`src/rtl/rr_stream_arbiter.sv`:
```
// Round-robin arbiter merging NUM_REQ valid/ready streams into one registered output stage.
// Optional packet lock (grants held until in_last) is enabled by defining ARB_LOCK_EN.
module rr_stream_arbiter #(
  parameter int NUM_REQ    = 4,
  parameter int DATA_WIDTH = 32,
  parameter int SRC_W      = $clog2(NUM_REQ)
) (
  input  logic                          clk,
  input  logic                          rst_n,
  input  logic [NUM_REQ*DATA_WIDTH-1:0] in_data,
  input  logic [NUM_REQ-1:0]            in_valid,
  input  logic [NUM_REQ-1:0]            in_last,
  output logic [NUM_REQ-1:0]            in_ready,
  output logic [DATA_WIDTH-1:0]         out_data,
  output logic [SRC_W-1:0]              out_src,
  output logic                          out_last,
  output logic                          out_valid,
  input  logic                          out_ready
);

  logic [SRC_W-1:0]      ptr;
  logic [SRC_W-1:0]      win;
  logic [SRC_W:0]        idx;
  logic                  found;
  logic                  load_ok;
  logic                  accept;
  logic [DATA_WIDTH-1:0] win_data;

`ifdef ARB_LOCK_EN
  logic                  lock_active;
  logic [SRC_W-1:0]      lock_src;
  logic                  win_last;
`else
  logic                  unused_last;
  assign unused_last = ^in_last;
`endif

  // Reset gates readiness so no requester sees a handshake while the block is held in reset.
  assign load_ok = rst_n && (!out_valid || out_ready);
  assign accept  = found && load_ok;

  // Circular search from ptr; idx is one bit wider so ptr+k never overflows before the wrap.
  always_comb begin
    win   = '0;
    found = 1'b0;
    idx   = '0;
    for (int k = 0; k < NUM_REQ; k++) begin
      idx = {1'b0, ptr} + (SRC_W+1)'(k);
      if (idx >= (SRC_W+1)'(NUM_REQ)) idx = idx - (SRC_W+1)'(NUM_REQ);
      if (!found && in_valid[idx[SRC_W-1:0]]) begin
        found = 1'b1;
        win   = idx[SRC_W-1:0];
      end
    end
`ifdef ARB_LOCK_EN
    if (lock_active) begin
      win   = lock_src;
      found = in_valid[lock_src];
    end
`endif
  end

  always_comb begin
    in_ready = '0;
    win_data = '0;
`ifdef ARB_LOCK_EN
    win_last = 1'b0;
`endif
    for (int i = 0; i < NUM_REQ; i++) begin
      if (win == SRC_W'(i)) begin
        in_ready[i] = accept;
        win_data    = in_data[i*DATA_WIDTH +: DATA_WIDTH];
`ifdef ARB_LOCK_EN
        win_last    = in_last[i];
`endif
      end
    end
  end

  always_ff @(posedge clk or negedge rst_n) begin
    if (!rst_n) begin
      out_valid <= 1'b0;
      out_data  <= '0;
      out_src   <= '0;
      ptr       <= '0;
    end else if (accept) begin
      out_valid <= 1'b1;
      out_data  <= win_data;
      out_src   <= win;
      ptr       <= (win == SRC_W'(NUM_REQ-1)) ? '0 : win + SRC_W'(1);
    end else if (out_valid && out_ready) begin
      out_valid <= 1'b0;
    end
  end

`ifdef ARB_LOCK_EN
  // A non-final beat pins arbitration to its source until that source sends in_last.
  always_ff @(posedge clk or negedge rst_n) begin
    if (!rst_n) begin
      lock_active <= 1'b0;
      lock_src    <= '0;
      out_last    <= 1'b0;
    end else if (accept) begin
      out_last    <= win_last;
      lock_active <= !win_last;
      if (!win_last) lock_src <= win;
    end
  end
`else
  assign out_last = 1'b0;
`endif

endmodule

```
`config.mk`:
```
export PLATFORM = sky130hd
export DESIGN_NAME = rr_stream_arbiter
export DESIGN_NICKNAME = d
export VERILOG_FILES = /design/src/rtl/rr_stream_arbiter.sv
export SDC_FILE = /design/constraint.sdc
export NUM_CORES = 1
export LEC_CHECK = 0
export ABC_AREA = 0
export ABC_CLOCK_PERIOD_IN_PS = 2420
export CORE_MARGIN = 3
export CORE_UTILIZATION = 32
export CTS_CLUSTER_DIAMETER = 80
export DETAILED_ROUTE_END_ITERATION = 6
export GPL_ROUTABILITY_DRIVEN = 0
export PLACE_DENSITY = 0.76
export SLEW_MARGIN = 30
export SYNTH_ARGS = -nofsm -noshare
export SYNTH_HDL_FRONTEND = slang
export SYNTH_SLANG_ARGS = --single-unit
```
`constraint.sdc`:
```
create_clock -name clk -period 2.42 [get_ports clk]
set_clock_uncertainty 0.2 [all_clocks]
set_input_delay 0.242 -clock clk [delete_from_list [all_inputs] [get_ports clk]]
set_output_delay 0.242 -clock clk [all_outputs]
set_load 0.03 [all_outputs]
```
==> summary.log <==
INFO  synth          synth_ff_type=dfrtp_1
INFO  setup_path     start_kind=register
INFO  synth          ys_seq_area_share=37.66%
INFO  timing         max_freq=398.4MHz
INFO  placement      preCtsSetupSlack=-472.8ps
INFO  timing         layout_worst_path_cycle_share=103.7%
INFO  setup_path     slowest_stage=dfrtp_2
INFO  setup_path     crit_top_cell=buf_4
INFO  synth          yosys.cell_types.count=27
INFO  detailed_routing via_count=3258
INFO  clock_tree     clockRootBuffer=clkbuf_8
INFO  synth          most_frequent_cells_after_synthesis=a21oi_1, dfrtp_1, inv_1
INFO  clock_tree     clkSinkCount=37
INFO  floorplanning  floorplan.die_area=8771um2
INFO  floorplanning  io_pins=179
INFO  timing         fin_crit=2510ps
INFO  cells_and_area fill_cells=552
INFO  global_routing grt-ovfl-total=0
INFO  synth          synthArstFlopShare=100.0%
INFO  clock_tree     tritoncts=yes
INFO  pwr            peakVddDrop=0.4752mV
INFO  synth          synth.top_cells.by_area=dfrtp_1, a21oi_1, a221oi_1, a211o_1, inv_1
INFO  synth          yosys_warnings=0
INFO  clock_tree     clk_transition_reported_paths=80ps
INFO  pwr            totalPowerFinal=5.643mW
INFO  floorplanning  core_region_area=7370um2
INFO  setup_path     worstRegToRegCells=11
INFO  timing         drv_slew=0
INFO  clock_tree     buffer_levels_on_the_longest_clock_path=2
INFO  setup_path     crit_chain=inv_2 > a221oi_2 > o211ai_1 > buf_4 > buf_4 > ha_4 > nor2b_4 > buf_6 > a221oi_1 > a211o_1 > a21oi_1
INFO  timing         postLayoutSetupSlackWorst=-90.34ps
INFO  setup_path     rr_endpoint=out_data[12]
INFO  clock_tree     htree_levels=2
INFO  synth          synth_largest_area_cell=dfrtp_1
INFO  outcome        violations_in_the_final_reports=setup timing
INFO  run            cap_violations=0
INFO  setup_path     setup.reg_to_reg.worst_slack=-90ps
INFO  synth          yosysMostFrequentCell=a21oi_1
INFO  outcome        status=finished with violations
INFO  global_routing via_count_of_the_first_global_routing_pass=3481
INFO  setup_path     worst_path_largest_cell_delay=430ps
INFO  detailed_routing routed_via_density=5.255
INFO  setup_path     critPathArrivalTime=2540ps
INFO  global_routing maximum_number_of_pins_on_one_net_before_global_route_repair=23
INFO  synth          synth_nets=445
INFO  pwr            power.density=1054nW/um2
INFO  clock_tree     tritoncts_buffers=5
INFO  placement      portBuffers=173
INFO  setup_path     endpoint_kind=register
INFO  synth          synth_edf_count=0
INFO  detailed_routing detail_route.wl_per_cell=17.94um
INFO  global_routing grt_antenna_before_repair=0
INFO  floorplanning  die-height=93.66um
INFO  worst_hold_path worst_hold_launch=out_src[1]
INFO  cells_and_area layout-drive-gt1-share=28.21%
INFO  clock_tree     clk_latency_worst_skew_pair=290ps
INFO  timing         grt_setup_unrepaired=true
INFO  synth          syn_area_per_cell=8.141um2
INFO  setup_path     cp_max_fo=8
INFO  detailed_routing route.final.wire_length=11120um
INFO  setup_path     path_delay_family=compound AO/OA/AOI/OAI gates
INFO  detailed_routing drt_pass1_iterations=4
INFO  setup_path     worstReg2RegStart=ptr[1]
INFO  global_routing grt_usage=24.65%
INFO  cells_and_area area.growth.synth_to_final=117.7%
INFO  floorplanning  effective_utilization_at_floorplan=33.36%
INFO  synth          synth_seq_cells=37
INFO  floorplanning  die_w=93.66um
INFO  synth          synth_cells=302
INFO  worst_hold_path hold_path_end=out_src[1]
INFO  synth          yosysTopAreaCellShare=37.66%
INFO  pwr            cellLeakagePower=2.299nW
INFO  worst_hold_path worst_hold_path.num_cells=2
INFO  setup_path     crit_type=reg -> reg
INFO  cells_and_area diodes=0
INFO  timing         setup_viol=36
INFO  setup_path     critPathRequiredTime=2450ps
INFO  detailed_routing drt_first_iter_violations=98
INFO  floorplanning  row_count=31
INFO  worst_hold_path hold_path_class=reg -> reg
INFO  setup_path     cp.buffers_inverters=4
INFO  detailed_routing drc=0
INFO  synth          mappedNetlistArea=2459um2
INFO  timing         timing.final.hold_violations=0
INFO  cells_and_area num-nets-final=663
INFO  global_routing global_route_wire_length_before_repair=16910um
INFO  placement      hpwl_after_detailed_placement=7182um
INFO  detailed_routing post_drt_antenna_nets=0
[power breakdown]
group,switching [mW],total [mW],internal [mW],leakage (nW)
Sequential,0.167,1.06,0.890,0.423
Combinational,1.98,4.10,2.11,1.82
Clock,0.232,0.490,0.258,0.0542
[worst reg2reg max path: stages (launching register included)]
cell and delay, ps:
dfrtp_2 430, inv_2 70, a221oi_2 250, o211ai_1 130, buf_4 170, buf_4 140
ha_4 170, nor2b_4 200, buf_6 190, a221oi_1 90, a211o_1 290, a21oi_1 120
[sequential cells by signal (all words and copies together) (netlist names)]
name       cells
ptr            2
out_data      32
out_src        2
out_valid      1
[worst max-delay path by stage]
stage | slack (ps) | endpoint | startpoint | depth (start not counted)
after floorplan | -30 | out_data[10] | in_valid[0] | 9
after global placement | -400 | out_data[13] | in_valid[0] | 10
after detailed placement | -470 | out_data[5] | in_valid[0] | 10
after CTS | -60 | out_data[18] | ptr[0] | 13
after global routing | -240 | out_data[14] | ptr[0] | 13
final | -90 | out_data[12] | ptr[1] | 11
[cells by family (layout without fill, tap and decap cells)]
family	Yosys count	count (layout)	share of synthesized area, %
compound gates	138	138	38.17
buf+inv	66	285	11.55
other cells	1	1	0.1525
flops	37	37	37.66
fa+ha+maj	4	4	2.036
simple gates	56	56	10.43
[routing by layer]
layer | GRT usage [%] | share of wire (%) | vias to the layer above
li1 | - | - | 1533
met3 | 5.849 | 7.9 | 18
met2 | 43.54 | 52 | 144
met1 | 29.33 | 38 | 1563
met4 | 8.183 | 1.9 | 0
met5 | 0 | 0 | -
[through the flow]
step / TNS [ps] / hold WS, ps / utilization, % / instances / instance area [um2]
finish: -2110 / 320.2 / 72.63 / 620 / 5353
global route: -7051 / 346.2 / 72.63 / 620 / 5353
CTS: -766.1 / 294.4 / 69.93 / 619 / 5154
detailed placement: -14650 / 89.80 / 60.48 / 575 / 4457
global placement: -12550 / 89.81 / 60.48 / 575 / 4457
floorplan: -1013 / -253.6 / - / 302 / 2464
[cell usage in the layout, fill, tap and decap left out, types with 5 or more instances in the layout]
cell | netlist | layout
clkdlybuf4s50_1 | 0 | 164
buf_4 | 1 | 37
a21oi_1 | 66 | 36
dfrtp_1 | 37 | 36
inv_1 | 36 | 34
nor2_1 | 35 | 34
a211o_1 | 31 | 31
a21oi_2 | 0 | 30
buf_6 | 3 | 20
a221oi_1 | 32 | 17
a221oi_2 | 0 | 14
buf_12 | 0 | 9
clkbuf_8 | 0 | 7
nand2_1 | 5 | 5
[layout make-up]
| class | count | area [um2] | share of cell area (%) |
|---|---|---|---|
| repair buffers | 241 | 2490 | 46.52 |
| multi-input cells | 199 | 1570 | 29.34 |
| flip-flops and latches | 37 | 927.1 | 17.32 |
| inverters | 36 | 140.1 | 2.618 |
| well taps | 99 | 123.9 | 2.314 |
| clock buffers | 7 | 96.34 | 1.800 |
| clock inverters | 1 | 5.005 | 0.09350 |
[repair_timing]
| item | 4_1_cts | 5_1_grt |
|---|---|---|
| hold buffers | 1 | 0 |
| endpoints found under the hold margin | 37 | 0 |
| pin swaps | 23 | 15 |
| gates resized for setup | 65 | 41 |
| gates cloned | 4 | 1 |
| setup buffers | 31 | 3 |
| setup endpoints to repair | 36 | 37 |
No activity file was read; power rests on OpenSTA's default activity.
